<file path="config.mk">
export PLATFORM = sky130hd
export DESIGN_NAME = instr_fetch_unit
export DESIGN_NICKNAME = d
export VERILOG_FILES = /design/src/rtl/rv_fetch_pkg.sv /design/src/rtl/fetch_fifo.sv /design/src/rtl/instr_fetch_unit.sv
export SDC_FILE = /design/constraint.sdc
export NUM_CORES = 1
export LEC_CHECK = 0
export CORE_MARGIN = 5
export CORE_UTILIZATION = 35
export DETAILED_ROUTE_END_ITERATION = 6
export PLACE_DENSITY = 0.63
export SYNTH_ARGS = -nofsm -noshare
export SYNTH_HDL_FRONTEND = slang
export SYNTH_SLANG_ARGS = --single-unit
</file>
<file path="constraint.sdc">
create_clock -name clk -period 4.95 [get_ports clk]
set_clock_uncertainty 0.05 [all_clocks]
set_input_delay 0.495 -clock clk [delete_from_list [all_inputs] [get_ports clk]]
set_output_delay 0.495 -clock clk [all_outputs]
set_load 0.05 [all_outputs]
</file>
<file path="src/rtl/rv_fetch_pkg.sv">
// Shared types and constants for the instruction fetch path.
package rv_fetch_pkg;

    localparam int XLEN    = 32;
    localparam int INSTR_W = 32;

    localparam logic [XLEN-1:0]    PC_STEP   = 32'd4;
    localparam logic [INSTR_W-1:0] NOP_INSTR = 32'h0000_0013;

    typedef struct packed {
        logic [XLEN-1:0]    pc;
        logic [INSTR_W-1:0] instr;
    } fetch_entry_t;

    function automatic logic is_word_aligned(input logic [XLEN-1:0] addr);
        return addr[1:0] == 2'b00;
    endfunction

endpackage

</file>
<file path="src/rtl/fetch_fifo.sv">
// Small synchronous FIFO of fetched {pc, instr} entries; flush wins over push/pop.
module fetch_fifo
    import rv_fetch_pkg::*;
#(
    parameter int DEPTH = 2
) (
    input  logic         clk,
    input  logic         rst,
    input  logic         push_i,
    input  logic         pop_i,
    input  logic         flush_i,
    input  fetch_entry_t wdata_i,
    output fetch_entry_t head_o,
    output logic         full_o,
    output logic         empty_o
);

    localparam int AW = $clog2(DEPTH);
    localparam int CW = AW + 1;

    fetch_entry_t   mem_q [DEPTH];
    logic [AW-1:0]  wr_ptr_q;
    logic [AW-1:0]  rd_ptr_q;
    logic [CW-1:0]  count_q;
    logic           do_push;
    logic           do_pop;

    assign full_o  = (count_q == CW'(DEPTH));
    assign empty_o = (count_q == '0);
    assign do_pop  = pop_i && !empty_o;
    // A full FIFO can still accept when the head leaves in the same cycle.
    assign do_push = push_i && (!full_o || do_pop);
    assign head_o  = empty_o ? '0 : mem_q[rd_ptr_q];

    always_ff @(posedge clk) begin
        if (rst) begin
            wr_ptr_q <= '0;
            rd_ptr_q <= '0;
            count_q  <= '0;
            for (int i = 0; i < DEPTH; i++) begin
                mem_q[i] <= '0;
            end
        end else if (flush_i) begin
            wr_ptr_q <= '0;
            rd_ptr_q <= '0;
            count_q  <= '0;
        end else begin
            if (do_push) begin
                mem_q[wr_ptr_q] <= wdata_i;
                wr_ptr_q        <= wr_ptr_q + 1'b1;
            end
            if (do_pop) begin
                rd_ptr_q <= rd_ptr_q + 1'b1;
            end
            case ({do_push, do_pop})
                2'b10:   count_q <= count_q + 1'b1;
                2'b01:   count_q <= count_q - 1'b1;
                default: count_q <= count_q;
            endcase
        end
    end

endmodule

</file>
<file path="src/rtl/instr_fetch_unit.sv">
// Fetch front end: PC register with wrap, redirect/fault handling, and the
// fetch FIFO feeding decode.
module instr_fetch_unit
    import rv_fetch_pkg::*;
#(
    parameter logic [31:0] RESET_PC   = 32'h0000_0000,
    parameter int          IMEM_BYTES = 256,
    parameter int          DEPTH      = 2
) (
    input  logic        clk,
    input  logic        rst,
    input  logic        en,
    output logic [31:0] imem_addr,
    input  logic [31:0] imem_rdata,
    output logic        out_valid,
    input  logic        out_ready,
    output logic [31:0] out_instr,
    output logic [31:0] out_pc,
    input  logic        redirect_valid,
    input  logic [31:0] redirect_pc,
    output logic        fetch_fault
);

    localparam logic [XLEN-1:0] IMEM_LIMIT = XLEN'(IMEM_BYTES);

    logic [XLEN-1:0] pc_q, pc_d;
    logic            fault_q, fault_d;
    logic [XLEN-1:0] pc_inc, pc_seq;
    logic            redirect_take, target_legal;
    logic            fifo_full, fifo_empty;
    logic            push, pop;
    fetch_entry_t    wr_entry, head;

    assign pc_inc = pc_q + PC_STEP;
    assign pc_seq = (pc_inc == IMEM_LIMIT) ? '0 : pc_inc;

    // Once faulted, redirects are ignored until reset.
    assign redirect_take = redirect_valid && !fault_q;
    assign target_legal  = is_word_aligned(redirect_pc) && (redirect_pc < IMEM_LIMIT);

    assign pop  = !fifo_empty && out_ready;
    assign push = en && !fault_q && !redirect_valid && (!fifo_full || pop);

    assign wr_entry.pc    = pc_q;
    assign wr_entry.instr = imem_rdata;

    always_comb begin
        pc_d    = pc_q;
        fault_d = fault_q;
        if (redirect_take) begin
            if (target_legal) begin
                pc_d = redirect_pc;
            end else begin
                fault_d = 1'b1;
            end
        end else if (push) begin
            pc_d = pc_seq;
        end
    end

    always_ff @(posedge clk) begin
        if (rst) begin
            pc_q    <= RESET_PC;
            fault_q <= 1'b0;
        end else begin
            pc_q    <= pc_d;
            fault_q <= fault_d;
        end
    end

    fetch_fifo #(
        .DEPTH (DEPTH)
    ) u_fifo (
        .clk     (clk),
        .rst     (rst),
        .push_i  (push),
        .pop_i   (pop),
        .flush_i (redirect_take),
        .wdata_i (wr_entry),
        .head_o  (head),
        .full_o  (fifo_full),
        .empty_o (fifo_empty)
    );

    assign imem_addr   = pc_q;
    assign out_valid   = !fifo_empty;
    assign out_instr   = head.instr;
    assign out_pc      = head.pc;
    assign fetch_fault = fault_q;

endmodule

</file>
* After elaboration in Yosys (flattened, before gate mapping)
Memories as Yosys holds them, arrays and structs flattened. A register that Yosys moved wholly into a read port is not among the register bits. Index checks and enable logic that the tools add are counted.
Operators by class: add/sub/neg operators 5, order comparisons 1, eq/ne operators 5, muxes and demuxes 17, bitwise operators 1, reductions and logical operators 22
Operators with widths (count):
- 32-bit 2-to-1 mux | 4
- 64-bit 2-to-1 mux | 2
- 64-bit OR reduction | 1
- 32-bit by 3-bit adder with 32-bit output (second input constant) | 1
- 32-bit by 9-bit == test with 1-bit output (second input constant) | 1
- 32-bit by 9-bit less-than comparator with 1-bit output (second input constant) | 1
- 1-bit 2-to-1 mux | 10
- 1-bit logical AND | 8
- 2-bit == test (second input constant) | 2
- 1-bit zero test | 4
- 2-bit zero test | 2
- 2-bit case mux with 2 select lines | 1
- 2-bit AND reduction | 2
- 2-bit nonzero test | 2
- 1-bit adder (second input constant) | 2
- 2-bit by 1-bit adder with 2-bit output (second input constant) | 1
- 2-bit by 1-bit == test with 1-bit output (second input constant) | 1
- 1-bit logical OR | 2
- 2-bit by 1-bit inequality test with 1-bit output (second input constant) | 1
- 2-bit OR reduction | 1
- 2-bit by 1-bit subtractor with 2-bit output (second input constant) | 1
- 1-bit NOT | 1
Storage, ports and cells: flip-flop bits (word level) 37, bits in writable memories 128, input bits 69, output and inout port bits 98, logic and storage cells 57, memories kept 1
Memories:
- u_fifo.mem_q | words 2, width 64, rd ports 1, clocked after Yosys merged registers in 1, write ports 2, RTL line fetch_fifo.sv:21 | fetch_entry_t mem_q [DEPTH];

* Longest topological paths before layout
depth after elaboration 12, gate-level depth with buffers 11

* By module
Synthesis repeated with hierarchy kept, for this count alone.
Unflattened totals: cells, all modules 787, area, all modules 8584.5 um^2
By module, submodules not included:
- fetch_fifo | instances 1, cells each 445, area each 6097.1 um^2
- instr_fetch_unit | instances 1, cells each 342, area each 2487.4 um^2

* Least setup slack after synthesis
OpenSTA, ideal clock, no wires.
kind register -> register, from register fault_q, in the netlist fetch_fault, to memory u_fifo.mem_q[0][0] (netlist bit) (enable), library setup time 0.499 ns, arrival time 4.444 ns, required time 4.401 ns, path slack -0.043 ns, cell stages (with the launch flop) 7, period minus slack after synthesis 4.993 ns, cell sequence dfxtp_1 -> nor2_1 -> and3_1 -> clkbuf_1 -> clkinv_1 -> clkbuf_1 -> o21bai_1
RTL lines:
- start, declared | RTL line instr_fetch_unit.sv:27 | logic fault_q, fault_d;
- start signal, assigned | RTL line instr_fetch_unit.sv:67 | fault_q <= fault_d;
- end, declared | RTL line fetch_fifo.sv:21

* Final worst setup path
from register pc_q[5], in the netlist imem_addr[5], to register pc_q[21], in the netlist imem_addr[21]
Between the ends: word-level cells in the longest chain between the ends 5
Ends and longest elaborated chain:
- start, declared | RTL line instr_fetch_unit.sv:26 | logic [XLEN-1:0] pc_q, pc_d;
- start signal, assigned | RTL line instr_fetch_unit.sv:66 | pc_q <= pc_d;
- 32-bit by 3-bit adder with 32-bit output * | RTL line instr_fetch_unit.sv:34 | assign pc_inc = pc_q + PC_STEP;
- 32-bit by 9-bit == test with 1-bit output | RTL line instr_fetch_unit.sv:35 | assign pc_seq = (pc_inc == IMEM_LIMIT) ? '0 : pc_inc;
- 32-bit 2-to-1 mux * | RTL line instr_fetch_unit.sv:35
- 32-bit 2-to-1 mux * | RTL line instr_fetch_unit.sv:56 | end else if (push) begin
- 32-bit 2-to-1 mux * | RTL line instr_fetch_unit.sv:50 | if (redirect_take) begin
Every way passes the cells marked *; elsewhere a longest branch is shown, timed or not. The select of a mux whose other input is x is not followed. A chain may end at the register's enable or synchronous reset.

==> out/metrics.cfg <==
[floorplan]
start_util_pct = 35.62
die_area_um2 = 27150
die_x_um = 164.8
die_h_um = 164.8
core-area_um2 = 23540
row_count = 56
ioPinCount = 167

[logic_synthesis]
synth_warnings = 0
ys_top_cells_by_area = edfxtp_1 46%, and2_1 9.5%, dfxtp_1 9.1%, mux2i_1 7.8%, nor2_1 4.2%
synth_xor_area_share_pct = 2.716
syn_area_per_cell_um2 = 10.76
synth.net_count = 851
synth_top_area_share_pct = 45.84
ys_async_sr_fraction_pct = 0
synth_top_family_by_area = simple AND/OR/NAND/NOR gates
ys_seq_area_share_pct = 54.91
syn_area_um2 = 8386
synth-compound-area-share_pct = 6.744
synth_common_cells = 128 x and2_1, 128 x edfxtp_1, 94 x nor2_1
dominantRegCellSynth = edfxtp_1
ys_ff_latch = 166
synthAdderAreaFrac_pct = 0.4476
synthCells = 779
synth-edff-count = 128
synthMuxAreaShare_pct = 7.759
yosysTopAreaCell = edfxtp_1
netlist-cell-type-count = 60
synthSimpleGateAreaFrac_pct = 23.66

[routing]
drt_pass1_iterations = 5
drc = 0
drt-total-wl_um = 22110
wl_met1_um = 9937
drt-initial-drc-count = 494
drtAntennaViolNets = 0
via_per_inst = 5.077
top_layer = met4
wl_met3_um = 1307
met2WireLength_um = 10510
wire_per_inst_um = 17.82
dr_total_vias = 6301

[worst_setup_path]
critPathMaxStageDelay_ps = 760
cp.required_ps = 5160
critPathTopFamily = simple AND/OR/NAND/NOR gates
startpoint_type = flop
worstSetupPathType = reg -> reg
slowest_stage = or4_1
cp_max_fo = 11
crit_chain = nand4_1, or4_1, a2111oi_2, o211ai_1, or4_1, o21ai_2, a221oi_1
crit_buf_inv = 0
cp_common_cell = or4_1
crit_arrival_ps = 3850
crit_path_end_kind = flop

[job]
drv_cap = 0

[clocking]
cts-buffers-inserted = 17
clockBufferDepth = 2
cts_setup_buffers = 0
cts.sinks = 166
clk_latency_ps = 420
clk_pin_slew_ps = 70
htree_num_levels = 4
cts_root_buf = clkbuf_16
cts-hold-fix-buffers = 0
ctsResizeCount = 0
tritoncts = built

[global_route]
grt_start_max_net_pins = 65
grt_pass1_wl_um = 34080
overflow = 0
first_global_vias = 6169
track_usage_pct = 16.13
antenna_found_initial = 0

[finish]
antenna_cells = 0
fillers = 2220
ff_latch_area_um2 = 4608
layout-drive-gt1-share_pct = 6.508
multi_input_area_um2 = 3505
num-nets-final = 981
area_growth_pct = 30.01

[pwr]
vdd_drop_max_v = 0.0001998
cellLeakagePower_uw = 0.003620
report.power.total_uw = 3252
p_per_area_nw_per_um2 = 298.3

[timing]
fmax_ghz = 0.2747
drv_slew = 0
rsz0062_at_grt = false
hold_viol = 0
timing.final.crit_share_pct = 73.55
slew_headroom_pct = 34.59
setup_violations = 0
tns_ps = 0
period_needed_ps = 3641
worst_pin_slew_ps = 981.1

[worst_hold_path]
hold_path.class = reg -> reg

[place]
place.gp.congestion = 0.9275
dp_hpwl_um = 14770
port_buffers = 166

[outcome]
status = finished, final reports clean

## sequential cells by signal, indices dropped and copies added, names as in the netlist, named ones only
signal           count
fetch_fault          1
imem_addr           32
u_fifo.count_q       2
u_fifo.mem_q       128
u_fifo.rd_ptr_q      1
u_fifo.wr_ptr_q      1
## cells in the final DEF (no fill, tap or decap), drive strengths merged, types with 3 or more instances in the layout
| master | count |
|---|---|
| o41ai | 6 |
| inv | 10 |
| nand2 | 36 |
| or2 | 6 |
| dfxtp | 38 |
| o32ai | 3 |
| nor4 | 20 |
| edfxtp | 128 |
| or3 | 4 |
| clkinvlp | 3 |
| nor2 | 94 |
| nor3 | 17 |
| and2 | 128 |
| a31oi | 3 |
| a211oi | 11 |
| nand2b | 3 |
| bufinv | 3 |
| o21ai | 11 |
| buf | 11 |
| nand3 | 13 |
| clkbuf | 20 |
| and4 | 6 |
| xor2 | 10 |
| ha | 3 |
| nand4 | 17 |
| or4 | 3 |
| xnor2 | 16 |
| a21oi | 21 |
| clkinv | 5 |
| and3 | 9 |
| a221oi | 3 |
| clkdlybuf4s50 | 166 |
| mux2i | 65 |
## layout make-up
| type | instances | share of cell area (%) |
|---|---|---|
| well taps | 319 | 3.661 |
| clock buffers | 20 | 4.097 |
| clock inverters | 12 | 1.400 |
| inverters | 9 | 0.3099 |
| repair buffers | 177 | 16.11 |
| flip-flops and latches | 166 | 42.27 |
| multi-input cells | 538 | 32.15 |
## stage by stage
stage	instance area (um2)	setup slack, ps	util [%]	hold slack, ps	cells
after floorplan	8389	1322	-	431.2	779
after CTS	10900	1341	46.31	456.3	1241
after detailed placement	10300	1356	43.76	445.3	1209
after global routing	10900	1042	46.31	508.9	1241
final	10900	1309	46.31	459.0	1241
after global placement	10300	1430	43.76	437.4	1209
## cells by family (layout without fill, tap and decap cells)
logic type | Yosys count | count (layout)
DFF | 166 | 166
xor gates and xnor gates | 26 | 26
adders and majority gates | 3 | 3
muxes | 65 | 65
and+or+nand+nor | 366 | 366
buffers and inverters | 75 | 218
AOI/OAI and AO/OA | 78 | 78
## power by group
group          total (uW)  switching [uW]  internal, uW
sequential           1580            24.1          1550
combinational         327             200           127
clock                1350             541           808
total                3250             765          2490
## worst paths after layout
path	start	to	slack, ps	cells after the start
worst max-delay path	imem_addr[5]	imem_addr[21]	1310	7
worst min-delay path	fetch_fault	fetch_fault	460	2
worst min register to register	fetch_fault	fetch_fault	460	2
worst max register to register	imem_addr[5]	imem_addr[21]	1310	7
## worst register-to-register path, delay by kind of cell, from the launching register on
family           cells  cell delay (ps)
AO/OA/AOI/OAI        4             1040
AND/OR/NAND/NOR      3             1820
flip-flops           1              560
## metal layers
metal	vias to the layer above	GRT usage [%]
li1	3045	-
met1	3026	21.42
met2	207	26.35
met3	23	3.768
met4	0	4.802
met5	-	0
(Power assumes the default switching activity.)
